File: config.mk
export PLATFORM = sky130hd
export DESIGN_NAME = tinyqv_data_arbiter
export DESIGN_NICKNAME = d
export VERILOG_FILES = /design/src/rtl/tinyqv_data_arbiter.sv
export SDC_FILE = /design/constraint.sdc
export NUM_CORES = 1
export LEC_CHECK = 0
export CAP_MARGIN = 20
export CORE_AREA = 2 2 111 113
export DETAILED_ROUTE_END_ITERATION = 6
export DIE_AREA = 0 0 113 115
export PLACE_DENSITY_LB_ADDON = 0.2
export SKIP_CTS_REPAIR_TIMING = 1
export SYNTH_ARGS = -nofsm -noshare
export SYNTH_HDL_FRONTEND = slang
export SYNTH_SLANG_ARGS = --single-unit
File: constraint.sdc
create_clock -name clk -period 2.4 [get_ports clk]
set_clock_uncertainty 0.05 [all_clocks]
set_input_delay 0.24 -clock clk [delete_from_list [all_inputs] [get_ports clk]]
set_output_delay 0.24 -clock clk [all_outputs]
set_load 0.005 [all_outputs]
File: src/rtl/tinyqv_data_arbiter.sv
// Two-master arbiter for the tinyqv_mem_ctrl data port with bounded continue-bursts.
// Optional: define TINYQV_ARB_ROUND_ROBIN_EN for alternating tie-break (default: A wins ties).
module tinyqv_data_arbiter #(
  parameter int MAX_BURST = 4,
  parameter int CNT_W     = 3
) (
  input  logic        clk,
  input  logic        rst,
  input  logic [24:0] a_addr,
  input  logic [1:0]  a_write_n,
  input  logic [1:0]  a_read_n,
  input  logic [31:0] a_wdata,
  input  logic        a_continue,
  input  logic [24:0] b_addr,
  input  logic [1:0]  b_write_n,
  input  logic [1:0]  b_read_n,
  input  logic [31:0] b_wdata,
  input  logic        b_continue,
  output logic        a_ready,
  output logic        b_ready,
  output logic [31:0] a_rdata,
  output logic [31:0] b_rdata,
  output logic [24:0] mem_addr,
  output logic [1:0]  mem_write_n,
  output logic [1:0]  mem_read_n,
  output logic [31:0] mem_wdata,
  output logic        mem_continue,
  input  logic        mem_ready,
  input  logic [31:0] mem_rdata,
  output logic        grant_a,
  output logic        grant_b
);

  typedef enum logic [1:0] {IDLE, OWN_A, OWN_B} state_t;

  localparam logic [CNT_W-1:0] CNT_LAST = CNT_W'(MAX_BURST - 1);

  state_t           state;
  logic [CNT_W-1:0] burst_cnt;
  logic             last_owner_b;
  logic             a_req, b_req, at_limit;
  logic             a_cont_eff, b_cont_eff;
  logic             tie_to_b;

  assign a_req    = (a_read_n != 2'b11) || (a_write_n != 2'b11);
  assign b_req    = (b_read_n != 2'b11) || (b_write_n != 2'b11);
  assign at_limit = (burst_cnt == CNT_LAST);

  // Chaining is refused for the transaction that would exceed the burst while the other side waits.
  assign a_cont_eff = a_continue && !(b_req && at_limit);
  assign b_cont_eff = b_continue && !(a_req && at_limit);

`ifdef TINYQV_ARB_ROUND_ROBIN_EN
  assign tie_to_b = !last_owner_b;
`else
  logic unused_last_owner;
  assign tie_to_b          = 1'b0;
  assign unused_last_owner = last_owner_b;
`endif

  always_ff @(posedge clk) begin
    if (rst) begin
      state        <= IDLE;
      grant_a      <= 1'b0;
      grant_b      <= 1'b0;
      burst_cnt    <= '0;
      last_owner_b <= 1'b1;
    end else begin
      case (state)
        IDLE: begin
          burst_cnt <= '0;
          if (a_req && !(b_req && tie_to_b)) begin
            state   <= OWN_A;
            grant_a <= 1'b1;
          end else if (b_req) begin
            state   <= OWN_B;
            grant_b <= 1'b1;
          end
        end
        OWN_A: begin
          if (mem_ready) begin
            if (a_cont_eff) begin
              if (!at_limit) burst_cnt <= burst_cnt + 1'b1;
            end else begin
              state        <= IDLE;
              grant_a      <= 1'b0;
              burst_cnt    <= '0;
              last_owner_b <= 1'b0;
            end
          end
        end
        OWN_B: begin
          if (mem_ready) begin
            if (b_cont_eff) begin
              if (!at_limit) burst_cnt <= burst_cnt + 1'b1;
            end else begin
              state        <= IDLE;
              grant_b      <= 1'b0;
              burst_cnt    <= '0;
              last_owner_b <= 1'b1;
            end
          end
        end
        default: begin
          state   <= IDLE;
          grant_a <= 1'b0;
          grant_b <= 1'b0;
        end
      endcase
    end
  end

  always_comb begin
    mem_addr     = '0;
    mem_write_n  = 2'b11;
    mem_read_n   = 2'b11;
    mem_wdata    = '0;
    mem_continue = 1'b0;
    a_ready      = 1'b0;
    b_ready      = 1'b0;
    if (grant_a) begin
      mem_addr     = a_addr;
      mem_write_n  = a_write_n;
      mem_read_n   = a_read_n;
      mem_wdata    = a_wdata;
      mem_continue = a_cont_eff;
      a_ready      = mem_ready;
    end else if (grant_b) begin
      mem_addr     = b_addr;
      mem_write_n  = b_write_n;
      mem_read_n   = b_read_n;
      mem_wdata    = b_wdata;
      mem_continue = b_cont_eff;
      b_ready      = mem_ready;
    end
  end

  // Read data is shared; each master qualifies it with its own ready.
  assign a_rdata = mem_rdata;
  assign b_rdata = mem_rdata;

endmodule

Word level (Yosys, flattened, before mapping)
Index checks and enable logic that the tools add are counted.
- flip-flop bits (word level): 7
- logic and storage cells: 71
- output and inout port bits: 130
- muxes and demuxes: 35
- reduce and logical (&&, ||, !) cells: 14
- eq/ne operators: 15
- bitwise gates (word level): 2
- add/sub/neg operators: 1
- operator list (operator ; count):
    $mux 32 ; 2
    $mux 25 ; 2
    $ne 2x2->1 const B ; 11
    $mux 2 ; 10
    $mux 3 ; 5
    $mux 1 ; 12
    $reduce_and 5->1 ; 2
    $pmux 3 s3 ; 1
    $pmux 1 s3 ; 2
    $pmux 2 s3 ; 1
    $logic_and 1x1->1 ; 4
    $reduce_and 4->1 ; 1
    $add 3x1->3 const B ; 1
    $eq 3x2->1 const B ; 1
    $ne 3x3->1 const B ; 1
    $reduce_and 3->1 ; 1
    $reduce_bool 3->1 ; 1
    $eq 2x1->1 const B ; 1
    $eq 2x2->1 const B ; 1
    $logic_not 1->1 ; 2
    $logic_not 2->1 ; 1
    $logic_or 1x1->1 ; 2
    $not 1->1 ; 2

Longest topological paths before layout
- depth in word-level cells: 8
- gate-level depth with buffers: 6
- gate-level depth less buffers: 6

Worst setup path before layout
Ideal clock, no wire load.
- path type: flip-flop to flip-flop
- start: register burst_cnt[0]
- end: register state[0]
- arrival time: 1439 ps
- cell stages (with the launch flop): 7
- path buffers: 1
- slack: 841 ps
- required time: 2280 ps
- cells stage by stage: dfxtp_1 ha_1 nor2b_4 buf_6 a21oi_4 or4_1 a21oi_1
- cells in the longest elaborated chain, start to end: 6
- RTL lines (item ; RTL line ; text):
    start, declared ; 39 ; logic [CNT_W-1:0] burst_cnt;
    start signal, assigned ; 83 ; if (!at_limit) burst_cnt <= burst_cnt + 1'b1;
    start signal, assigned ; 95 ; if (!at_limit) burst_cnt <= burst_cnt + 1'b1;
    $eq 3x2->1 * ; 47 ; assign at_limit = (burst_cnt == CNT_LAST);
    $logic_and 1x1->1, on equally long branches ; 51, 50 ;
    $logic_not 1->1, on equally long branches ; 51, 50 ;
    $logic_and 1x1->1, on equally long branches ; 51, 50 ;
    $ne 2x2->1 (no source line) ; n/a ;
    $reduce_and 5->1 (no source line) * ; n/a ;
    end signal, assigned ; 63 ; state <= IDLE;
    end signal, assigned ; 73 ; state <= OWN_A;
    end signal, assigned ; 76 ; state <= OWN_B;
    end, declared ; 38 ; state_t state;
Mark *: on every way between the ends. The rest lies on a longest branch, timed or not.
A chain may end at the register's enable or synchronous reset.

Worst setup path in the final report
- start: register grant_b
- end: output mem_wdata[22]
- cells in the longest elaborated chain, start to end: 2
- RTL lines (item ; RTL line ; text):
    start, declared ; 31 ; output logic grant_b
    start signal, assigned ; 65 ; grant_b <= 1'b0;
    start signal, assigned ; 77 ; grant_b <= 1'b1;
    start signal, assigned ; 98 ; grant_b <= 1'b0;
    $mux 32 ; 128 ; end else if (grant_b) begin
    $mux 32 ; 121 ; if (grant_a) begin
    end, declared ; 26 ; output logic [31:0] mem_wdata,
Every way passes these cells.

==> impl_metrics.yaml <==
setup_path:
  cp_cell_sequence: "nor2b_4, buf_12, a22o_1, clkdlybuf4s50_1"
  critPathKind: "reg2out"
  rrSetupSlack_ns: 0.65
  critical_path_arrival_ns: 1.94
  slowest_delay_ns: 0.54
  worstSetupEndpointType: "primary output"
  critical_path.max_fanout: 30
  worstSetupStartpointType: "flip-flop"
  worst_ep_required_time_ns: 2.11
  path_delay_family: "buffers and inverters"
  timing.critical_path.slowest_stage_cell: "sky130_fd_sc_hd__clkdlybuf4s50_1"
  worstRegToRegCells: 6
  worstPathBufferInverterCount: 2
  rr_startpoint: "state[0]"
  endpoint_of_the_most_critical_register_to_register_path: "state[0]"
die:
  dieWidth_um: 113
  starting_density: 0.1395
  ioPinCount: 289
  die_area_um2: 13000
  floorplan.rows: 40
  placeableCoreArea_um2: 11810
  die_h_um: 115
synthesis:
  number_of_warning_messages_in_the_yosys_log: 0
  postSynthRegisterBits: 7
  synth-edff-count: 0
  avg_synthesized_cell_area_um2: 7.736
  synth_area_um2: 1648
  synth_cells: 213
  synth_cell_type_count: 36
  syn_nets: 377
  synthFlopType: "sky130_fd_sc_hd__dfxtp_1"
  postSynth.asyncResetShare: 0
  synth.yosys.seq_area_share: 0.08504
layout:
  post_route_cells_drive_above_1_share: 0.04204
  layoutNonFillerInstCount: 481
  layout.area.seq_um2: 141.4
  leading_cell_type_in_the_layout_fill_and_taps_excluded: "sky130_fd_sc_hd__clkdlybuf4s50_1"
  flow.area_growth_from_synthesis_pct: 103.6
  layout_common_cells: "sky130_fd_sc_hd__clkdlybuf4s50_1, sky130_fd_sc_hd__a22o_1, sky130_fd_sc_hd__inv_1, sky130_fd_sc_hd__a21oi_1"
  final_net_count: 498
  fill_cells: 1274
  post-route-cell-area_um2: 3356
  multi_input_area_um2: 933.4
route:
  detailroute.via_count: 2079
  avgViaCountPerCell: 4.322
  drt-wirelength-per-cell_um: 19.54
  first_pass_detailed_route_iteration_total: 7
  postRouteWirelength_um: 9398
  drc_errors: 40
  drt_first_iter_violations: 118
  final_antenna_net_count: 0
grt:
  maximum_number_of_pins_on_one_net_before_global_route_repair: 59
  first_global_vias: 2021
  total_congestion_overflow: 0
  track_usage: 0.1277
  grt_first_pass_wirelength_um: 12720
  globalRouteMet3Util: 0.04428
  global_route.usage.met1: 0.1735
  gr-max-usage-layer: "met2"
  use_met2: 0.1980
  number_of_antenna_violations_at_the_first_check_in_global_routing: 1
sta:
  fmax_ghz: 0.4491
  max_slew_margin: 0.6456
  final-setup-viol-count: 0
  timing_worst_slew_pin_value_ns: 0.5300
  finalSetupTns_ns: 0
  grt_setup_unrepaired: "false"
  fin_crit_sh: 0.9279
  final_hold_viol_count: 0
  finalMaxSlewViolations: 0
  layout_min_cycle_time_ns: 2.227
cts:
  clkTransAtPathRegs_ns: 0.04
  clockRootBuffer: "sky130_fd_sc_hd__clkbuf_16"
  cts-buffers-inserted: 3
  clock_tree.htree_level_count: 1
  clock_sinks: 7
  clock_tree_from_tritoncts: "yes"
  cts_max_path_buffers: 2
  worst_skew_pair.late_latency_ns: 0.23
worst_hold_path:
  min_delay_worst_endpoint: "a_rdata[1]"
  worst_hold_path_type: "in2out"
  min_path_cells: 0
  min_from: "mem_rdata[1]"
placement:
  dpl.hpwl_um: 7640
  placement.io_buffers: 192
  finalWeightedCongestion: 0.7563
  area_after_detailed_placement_um2: 3274
  numPlacedInstances: 476
power:
  power.density_nw_per_um2: 371.7
  peakVddDrop_v: 0.0001873
  p_leak_nw: 1.235
flow_run:
  maxCapViolations: 0
run_status:
  failed_checks: "DRC"
  run_status: "complete, but fails checks"
[per-layer routing]
layer | up-vias | part of all wire
met2 | 152 | 0.45
met3 | 14 | 0.12
met5 | - | 0
li1 | 971 | -
met1 | 942 | 0.42
met4 | 0 | 0.010
[synth_stat cells (2+ instances only)]
library cell	n	share of area
sky130_fd_sc_hd__o21ai_0	2	0.0061
sky130_fd_sc_hd__o32ai_1	2	0.011
sky130_fd_sc_hd__a21o_1	2	0.0091
sky130_fd_sc_hd__buf_4	64	0.29
sky130_fd_sc_hd__nor2_1	7	0.016
sky130_fd_sc_hd__a21oi_1	9	0.027
sky130_fd_sc_hd__dfxtp_1	7	0.085
sky130_fd_sc_hd__o31ai_1	2	0.0091
sky130_fd_sc_hd__buf_2	3	0.0091
sky130_fd_sc_hd__or4_1	2	0.0091
sky130_fd_sc_hd__ha_1	5	0.038
sky130_fd_sc_hd__inv_1	9	0.020
sky130_fd_sc_hd__nand2_1	7	0.016
sky130_fd_sc_hd__and2_1	2	0.0076
sky130_fd_sc_hd__nand3_1	2	0.0061
sky130_fd_sc_hd__nand4_2	2	0.015
sky130_fd_sc_hd__a22o_1	57	0.30
sky130_fd_sc_hd__clkbuf_1	10	0.023
sky130_fd_sc_hd__a311oi_1	2	0.011
[area by class of cell]
class	count	area share
repair buffers	195	0.5906
flip-flops and latches	7	0.04213
inverters	9	0.01007
well taps	147	0.05481
multi-input cells	118	0.2782
diodes	1	0.0007457
clock buffers	4	0.02349
[per-stage QoR]
stage	power (W)	worst slack (ns)	hold WS [ns]	utilization
floorplan	0.0004807	0.8413	0.4280	-
global placement	0.0009652	0.3687	0.4301	0.2772
detailed placement	0.0009582	0.3727	0.4301	0.2772
CTS	0.001264	0.1618	0.4301	0.2839
global route	0.001317	0.09774	0.4300	0.2839
finish	0.001247	0.1731	0.4300	0.2841
[how the worst max path moves through the flow]
stage,cells after the start,start,end
2_1_floorplan,6,burst_cnt[0],state[0]
3_3_place_gp,6,b_write_n[1],mem_continue
3_5_place_dp,6,a_write_n[1],mem_continue
4_1_cts,4,grant_b,mem_wdata[22]
5_1_grt,4,grant_b,mem_wdata[11]
6_report,4,grant_b,mem_wdata[22]
[flip-flops by register name, summed over array words and instances (netlist names)]
name	flops
burst_cnt	3
state	2
grant_b	1
grant_a	1
[power by group]
group	leakage, nW	switching, W	internal [W]
combinational	1.14	0.000281	0.000533
sequential	0.0573	0.0000172	0.000126
clock	0.0382	0.0000686	0.000222
total	1.23	0.000367	0.000880
[kinds of logic after synthesis]
| logic type | Yosys count | synth area share |
|---|---|---|
| AND/OR/NAND/NOR | 29 | 0.1018 |
| adder cells (fa/ha/maj) | 5 | 0.03797 |
| multiplexers | 1 | 0.006075 |
| flip-flops | 7 | 0.08504 |
| buffers and inverters | 88 | 0.3531 |
| AO/OA/AOI/OAI | 83 | 0.4161 |
[worst reg2reg max path, delay by kind of cell, from the launching register on]
family | cells | cell delay [ns]
and+or+nand+nor | 2 | 0.61
DFF | 1 | 0.38
AOI/OAI and AO/OA | 2 | 0.29
adders and majority gates | 1 | 0.26
buffers and inverters | 1 | 0.08
No activity file was read; power rests on OpenSTA's default activity.
